--- config.mk ---
export PLATFORM = sky130hd
export DESIGN_NAME = fwd_hazard_unit
export DESIGN_NICKNAME = d
export VERILOG_FILES = /design/src/rtl/fwd_pkg.sv /design/src/rtl/fwd_hazard_unit_lat_scoreboard.sv /design/src/rtl/fwd_hazard_unit.sv
export SDC_FILE = /design/constraint.sdc
export NUM_CORES = 1
export LEC_CHECK = 0
export CORE_MARGIN = 1
export CORE_UTILIZATION = 25
export CTS_BUF_LIST = sky130_fd_sc_hd__clkbuf_2 sky130_fd_sc_hd__clkbuf_4 sky130_fd_sc_hd__clkbuf_8
export DETAILED_ROUTE_END_ITERATION = 16
export PLACE_DENSITY = 0.44
export SLEW_MARGIN = 25
export SYNTH_ARGS = -nofsm -noshare
export SYNTH_HDL_FRONTEND = slang
export SYNTH_SLANG_ARGS = --single-unit
export TNS_END_PERCENT = 30
--- constraint.sdc ---
create_clock -name clk -period 8 [get_ports clk]
set_input_delay 0.8 -clock clk [delete_from_list [all_inputs] [get_ports clk]]
set_output_delay 0.8 -clock clk [all_outputs]
set_load 0.005 [all_outputs]
--- src/rtl/fwd_pkg.sv ---
// Shared constants and helpers for the forwarding/hazard unit and its scoreboard.
package fwd_pkg;

    localparam int FWD_SEL_REGFILE = 0;
    localparam int REG_ZERO        = 0;

    localparam int DEF_NUM_SRC     = 2;
    localparam int DEF_NUM_FWD     = 2;
    localparam int DEF_REG_ADDR_W  = 5;
    localparam int DEF_MAX_LAT     = 15;
    localparam int DEF_STALL_CNT_W = 16;

    // One select code per forwarding stage plus the register-file code.
    function automatic int fwd_sel_width(input int num_fwd);
        return $clog2(num_fwd + 1);
    endfunction

endpackage

--- src/rtl/fwd_hazard_unit_lat_scoreboard.sv ---
// Per-register latency scoreboard: one down-counter per register, busy while nonzero.
module lat_scoreboard
    import fwd_pkg::*;
#(
    parameter int REG_ADDR_W = DEF_REG_ADDR_W,
    parameter int LAT_W      = $clog2(DEF_MAX_LAT + 1)
) (
    input  logic                       clk,
    input  logic                       rst_n,
    input  logic                       issue_valid,
    input  logic [REG_ADDR_W-1:0]      issue_rd,
    input  logic [LAT_W-1:0]           issue_lat,
    input  logic                       flush,
    output logic [(2**REG_ADDR_W)-1:0] busy_vec
);

    localparam int NUM_REGS = 2 ** REG_ADDR_W;

    logic [LAT_W-1:0] cnt [NUM_REGS];
    logic             load;

    // Zero latency or a write to r0 never creates a pending result.
    assign load = issue_valid
                  && (issue_rd != REG_ADDR_W'(REG_ZERO))
                  && (issue_lat != '0);

    always_ff @(posedge clk) begin
        if (!rst_n || flush) begin
            for (int r = 0; r < NUM_REGS; r++) begin
                cnt[r] <= '0;
            end
        end else begin
            for (int r = 0; r < NUM_REGS; r++) begin
                if (load && (issue_rd == REG_ADDR_W'(r))) begin
                    cnt[r] <= issue_lat;
                end else if (cnt[r] != '0) begin
                    cnt[r] <= cnt[r] - 1'b1;
                end
            end
        end
    end

    always_comb begin
        busy_vec = '0;
        for (int r = 0; r < NUM_REGS; r++) begin
            busy_vec[r] = (cnt[r] != '0);
        end
    end

endmodule

--- src/rtl/fwd_hazard_unit.sv ---
// Operand forwarding select, load-use / multi-cycle stall detection and stall counter.
module fwd_hazard_unit
    import fwd_pkg::*;
#(
    parameter int NUM_SRC     = DEF_NUM_SRC,
    parameter int NUM_FWD     = DEF_NUM_FWD,
    parameter int REG_ADDR_W  = DEF_REG_ADDR_W,
    parameter int MAX_LAT     = DEF_MAX_LAT,
    parameter int LAT_W       = $clog2(MAX_LAT + 1),
    parameter int SEL_W       = fwd_sel_width(NUM_FWD),
    parameter int STALL_CNT_W = DEF_STALL_CNT_W
) (
    input  logic                          clk,
    input  logic                          rst_n,
    input  logic [NUM_SRC-1:0]            src_valid,
    input  logic [NUM_SRC*REG_ADDR_W-1:0] src_addr,
    input  logic [NUM_FWD-1:0]            fwd_wr_en,
    input  logic [NUM_FWD*REG_ADDR_W-1:0] fwd_rd,
    input  logic [NUM_FWD-1:0]            fwd_data_ready,
    input  logic                          issue_valid,
    input  logic [REG_ADDR_W-1:0]         issue_rd,
    input  logic [LAT_W-1:0]              issue_lat,
    input  logic                          flush,
    output logic [NUM_SRC*SEL_W-1:0]      fwd_sel,
    output logic                          stall,
    output logic [(2**REG_ADDR_W)-1:0]    busy_vec,
    output logic [STALL_CNT_W-1:0]        stall_cycles
);

    logic [NUM_SRC-1:0] hazard;

    lat_scoreboard #(
        .REG_ADDR_W (REG_ADDR_W),
        .LAT_W      (LAT_W)
    ) u_scoreboard (
        .clk         (clk),
        .rst_n       (rst_n),
        .issue_valid (issue_valid),
        .issue_rd    (issue_rd),
        .issue_lat   (issue_lat),
        .flush       (flush),
        .busy_vec    (busy_vec)
    );

    for (genvar i = 0; i < NUM_SRC; i++) begin : g_src
        logic [REG_ADDR_W-1:0] addr;
        logic                  active;
        logic                  sb_hz;
        logic                  fwd_hz;
        logic [SEL_W-1:0]      fsel;

        assign addr   = src_addr[i*REG_ADDR_W +: REG_ADDR_W];
        assign active = src_valid[i] && (addr != REG_ADDR_W'(REG_ZERO));
        assign sb_hz  = active && (busy_vec[addr] || (issue_valid && (issue_rd == addr)));

        // Walk oldest to youngest so the youngest matching stage has the last word.
        always_comb begin
            fsel   = SEL_W'(FWD_SEL_REGFILE);
            fwd_hz = 1'b0;
            for (int k = NUM_FWD - 1; k >= 0; k--) begin
                if (active && fwd_wr_en[k] && (fwd_rd[k*REG_ADDR_W +: REG_ADDR_W] == addr)) begin
                    if (fwd_data_ready[k]) begin
                        fsel   = SEL_W'(k + 1);
                        fwd_hz = 1'b0;
                    end else begin
                        fsel   = SEL_W'(FWD_SEL_REGFILE);
                        fwd_hz = 1'b1;
                    end
                end
            end
        end

        assign hazard[i] = sb_hz || fwd_hz;
        assign fwd_sel[i*SEL_W +: SEL_W] = (flush || sb_hz) ? SEL_W'(FWD_SEL_REGFILE) : fsel;
    end

    assign stall = (|hazard) && !flush;

    always_ff @(posedge clk) begin
        if (!rst_n) begin
            stall_cycles <= '0;
        end else if (stall && (stall_cycles != '1)) begin
            stall_cycles <= stall_cycles + 1'b1;
        end
    end

endmodule

Word level (Yosys, flattened, before mapping):

Memories as Yosys holds them, arrays and structs flattened.
Cells that the tools add are included.

* bits of input ports: 39
* logic and storage cells: 544
* memory bits (writable): 128
* bits in registers: 16
* output and inout port bits: 53
* bits in latches: 0
* memory bits (read-only): 0
* memories kept: 1

Memory list
* u_scoreboard.cnt: words 32, width 4, rd ports 32, clocked after Yosys merged registers in 0, write ports 32, RTL line fwd_hazard_unit_lat_scoreboard.sv:19 `logic [LAT_W-1:0] cnt [NUM_REGS];`

* divide/modulo/power cells: 0
* magnitude comparators: 2
* shift-type cells: 0
* eq/ne operators: 38
* multipliers: 0
* bitwise gates (word level): 64
* reduce and logical (&&, ||, !) cells: 97
* mux-type cells: 308
* add/subtract/negate cells: 33

Operator list (number)
* $mux 4: 64
* $mux 1: 235
* $reduce_bool 4->1: 33
* $sub 4x1->4 const B: 32
* $eq 5x5->1 const B: 16
* $or 1x1->1: 64
* $logic_and 1x1->1: 50
* $eq 5x4->1 const B: 8
* $eq 5x5->1: 6
* $eq 5x3->1 const B: 4
* $add 16x1->16 const B: 1
* $ne 16x16->1 const B: 1
* $reduce_bool 5->1: 3
* $mux 2: 7
* $lt 5x6->1 const B: 2
* $bmux 1 s5: 2
* $eq 5x2->1 const B: 2
* $logic_or 1x1->1: 7
* $eq 5x1->1 const B: 1
* $logic_not 5->1: 1
* $logic_not 1->1: 2
* $reduce_or 2->1: 1

Depth between registers and ports, before layout:

* depth after elaboration: 10
* mapped depth: 12
* gate-level depth less buffers: 11

By module:

A second synthesis with hierarchy kept.

* cells, all modules: 1071
* area total of the unflattened synthesis: 10388.7 µm²

By module, submodules not included
* lat_scoreboard: area each 8409.3 µm², times used 1, sequential area each 3843.7 µm², cells an instance 850
* fwd_hazard_unit: area each 1979.4 µm², times used 1, sequential area each 320.3 µm², cells an instance 221

Worst setup path before layout:

No wires, ideal clock.

* kind: input port to output port
* start: input port src_addr[9]
* end: output port stall
* arrival time: 2.567 ns
* cell stages on the path: 8
* path slack: 4.633 ns
* required time: 7.200 ns
* buffers on the path: 2
* cell sequence: clkbuf_1 or2_2 o41ai_1 nor3_1 o22a_1 o22a_1 a31oi_1 buf_6

* cells in the longest elaborated chain, start to end: 9
* elaborated cells between the ends (all ways): 19
* classes of those cells: eq/ne (3); mux (4); reduce/logical (12)

Ends and longest elaborated chain
* from (decl): RTL line fwd_hazard_unit.sv:16 `input logic [NUM_SRC*REG_ADDR_W-1:0] src_addr,`
* parallel branches: the longest is 6 deep, another holds $bmux 1 s5
* $logic_or 1x1->1 (*): RTL line fwd_hazard_unit.sv:73 `assign hazard[i] = sb_hz || fwd_hz;`
* $reduce_or 2->1 (*): RTL line fwd_hazard_unit.sv:77 `assign stall = (|hazard) && !flush;`
* $logic_and 1x1->1 (*): RTL line fwd_hazard_unit.sv:77
* to (decl): RTL line fwd_hazard_unit.sv:25 `output logic stall,`

Mark *: on every way between the ends. The select of a mux whose other input is x is not followed.

Final worst setup path:

* start: input port src_addr[0]
* end: output port stall

The elaborated chain is that of the path after synthesis.

==> flow_summary.ini <==
[run_status]
status = completed

[place]
post-place-ws_ns = 2.604
gp_congestion = 0.7899
port_buffers = 91
hpwl_um = 22810

[pwr]
p_per_area_nw_per_um2 = 309.1
ir_worst_vdd_v = 0.0001207
finalPower_uw = 3748
cellLeakagePower_uw = 0.004486

[layout]
synthToLayoutAreaGrowth_pct = 18.97
layout_commonest_cell = nor2_1
drive_above_1_share_pct = 7.556
final_cell_mix = nor2_1, edfxtp_1, inv_1
final_nets = 1303

[floorplan]
core_area_um2 = 40010
die_h_um = 203.9
initial_utilization_pct = 25.47
pin_count = 92
num_rows = 73
die_x_um = 203.9
die_area_um2 = 41580

[grt]
antenna_found_initial = 1
grt_max_degree = 62
grt_pass1_wl_um = 50360
grt_pass1_vias = 8337
grt_use_total_pct = 15.86
overflow = 0

[synthesis]
avgSynthCellArea_um2 = 8.763
ys_warn_count = 0
synth_seq_cells = 144
syn_inst = 1163
yosys.area_share.adder_pct = 4.052
synth_seq_area_share_pct = 40.86
synth_edf_count = 128
synth_top_family_by_area = simple AND/OR/NAND/NOR gates
synth_fp_nets = 1235
synthSimpleGateAreaFrac_pct = 27.85
synth_compound_area_share_pct = 12.68
synth_top_area_cell = edfxtp_1
synth_xor_area_share_pct = 4.813
synth_mux_area_share_pct = 3.536
synth_cell_type_count = 68
ys_async_sr_fraction_pct = 0
synth_top_area_share_pct = 37.72
synth_area_um2 = 10190
synth_ff_type = edfxtp_1
synthTopCellsByArea = edfxtp_1, a21oi_1, nor2_1

[sta]
finalHoldViolCount = 0
maxSlewViolCount = 0
max_freq_mhz = 184.1
max_slew_margin_pct = 33.19
fin_ws_ns = 2.568
grt_setup_unrepaired = false
min_period_ns = 5.432
fin_setup_tns_ns = 0
fin_crit_sh_pct = 67.90
worstMarginPinSlew_ns = 0.9976
setup_viol = 0
finClkSkew_ns = 0.01647

[clocking]
clock-sinks = 144
clock_path_buffers = 2
cts-htree-levels = 4
cts-resized-gates = 0
cts_buffers = 17
clkTransAtPathRegs_ns = 0.07
clock_latency_ns = 0.48
cts_tree = yes
cts_root_buf = clkbuf_8
post_cts_buffers = 0
postCtsHoldBufs = 0

[worst_setup_path]
endpoint_kind = primary output
cp_slowest_cell = clkdlybuf4s50_1
max_stage_delay_ns = 0.78
crit_fanout = 15
crit_required_ns = 7.20
path_delay_family = compound AO/OA/AOI/OAI gates
worstPathCellList = clkdlybuf4s50_1 > or3_1 > o31ai_1 > nor3_1 > o22a_1 > o22a_1 > a31oi_1 > clkdlybuf4s50_1
arrival_ns = 4.63
critPathKind = in -> out
cp-start-kind = input pin
critPathBufInv = 2

[route]
routed_via_density = 4.954
wl_um = 32390
post-route-drc-count = 0
drt_iter0_markers = 538
ant_nets = 0
num_vias = 8768
wl_per_cell_um = 18.30
drt_first_pass_iters = 5

[flow_run]
cap_viol_max_count = 0

[hold_path]
hold_path_class = reg -> reg
[metrics by stage]
stage | hold WS, ns | area (um2) | std cells | util [%]
after detailed placement | 0.4832 | 11660 | 1737 | 29.16
final | 0.4972 | 12120 | 1770 | 30.31
after global placement | 0.4843 | 11660 | 1737 | 29.16
after floorplan | 0.4706 | 10190 | 1163 | -
after CTS | 0.5031 | 12120 | 1769 | 30.30
after global routing | 0.5343 | 12120 | 1770 | 30.31
[registers in the layout, summed over array words and instances, names as in the netlist]
register and cells:
stall_cycles 16, u_scoreboard.cnt 128
[kinds of logic (layout without fill, tap and decap cells)]
logic type	after synthesis	after routing
other	0	1
adder cells (fa/ha/maj)	33	33
AO/OA/AOI/OAI	198	198
flip-flops	144	144
XOR/XNOR	56	56
AND/OR/NAND/NOR	535	535
multiplexers	32	32
buffers and inverters	165	246
[Yosys cell counts, drive strengths merged (27+ instances only)]
library cell	number
ha	33
nand3	68
xor2	30
nor3	69
nand2b	28
a21oi	102
a211oi	31
nor2	130
nand2	80
inv	105
mux2i	27
nor3b	27
edfxtp	128
clkbuf	55
[path summary, 6_finish.rpt]
check                      startpoint          endpoint  slack, ns  cells after the start
max                       src_addr[0]             stall       2.57                      8
min                  stall_cycles[11]  stall_cycles[11]       0.50                      2
max reg2reg  u_scoreboard.cnt[0][116]  stall_cycles[12]       4.27                     11
min reg2reg          stall_cycles[11]  stall_cycles[11]       0.50                      2
[power by group]
part | leakage, uW | internal [uW] | total, uW | switching (uW)
clock | 0.000226 | 374 | 688 | 314
sequential | 0.00161 | 1100 | 1280 | 187
combinational | 0.00265 | 838 | 1780 | 939
total | 0.00449 | 2310 | 3750 | 1440
[tightest hold or removal path, delay by kind of cell (launching register included)]
| kind | cells | cell delay, ns |
|---|---|---|
| AND/OR/NAND/NOR | 1 | 0.06 |
| flip-flops | 1 | 0.33 |
| multiplexers | 1 | 0.06 |
[cell type report]
class | instances | area, um2
antenna | 1 | 2.502
timing repair buffer | 109 | 1036
multi-input combinational | 854 | 5414
fill | 4298 | 27880
clock inverter | 14 | 215.2
sequential | 144 | 4164
inverter | 105 | 394.1
clock buffer | 18 | 241.5
tap | 525 | 656.9
[layer usage]
metal  routed length [um]  vias to the layer above  GRT usage (%)
li1                     -                     4360              -
met1                16200                     4204          22.89
met2                14250                      189          24.06
met3                 1637                       15          3.316
met4                  296                        0          3.437
met5                    0                        -              0
Note: power is estimated with default switching activity, not from simulation.
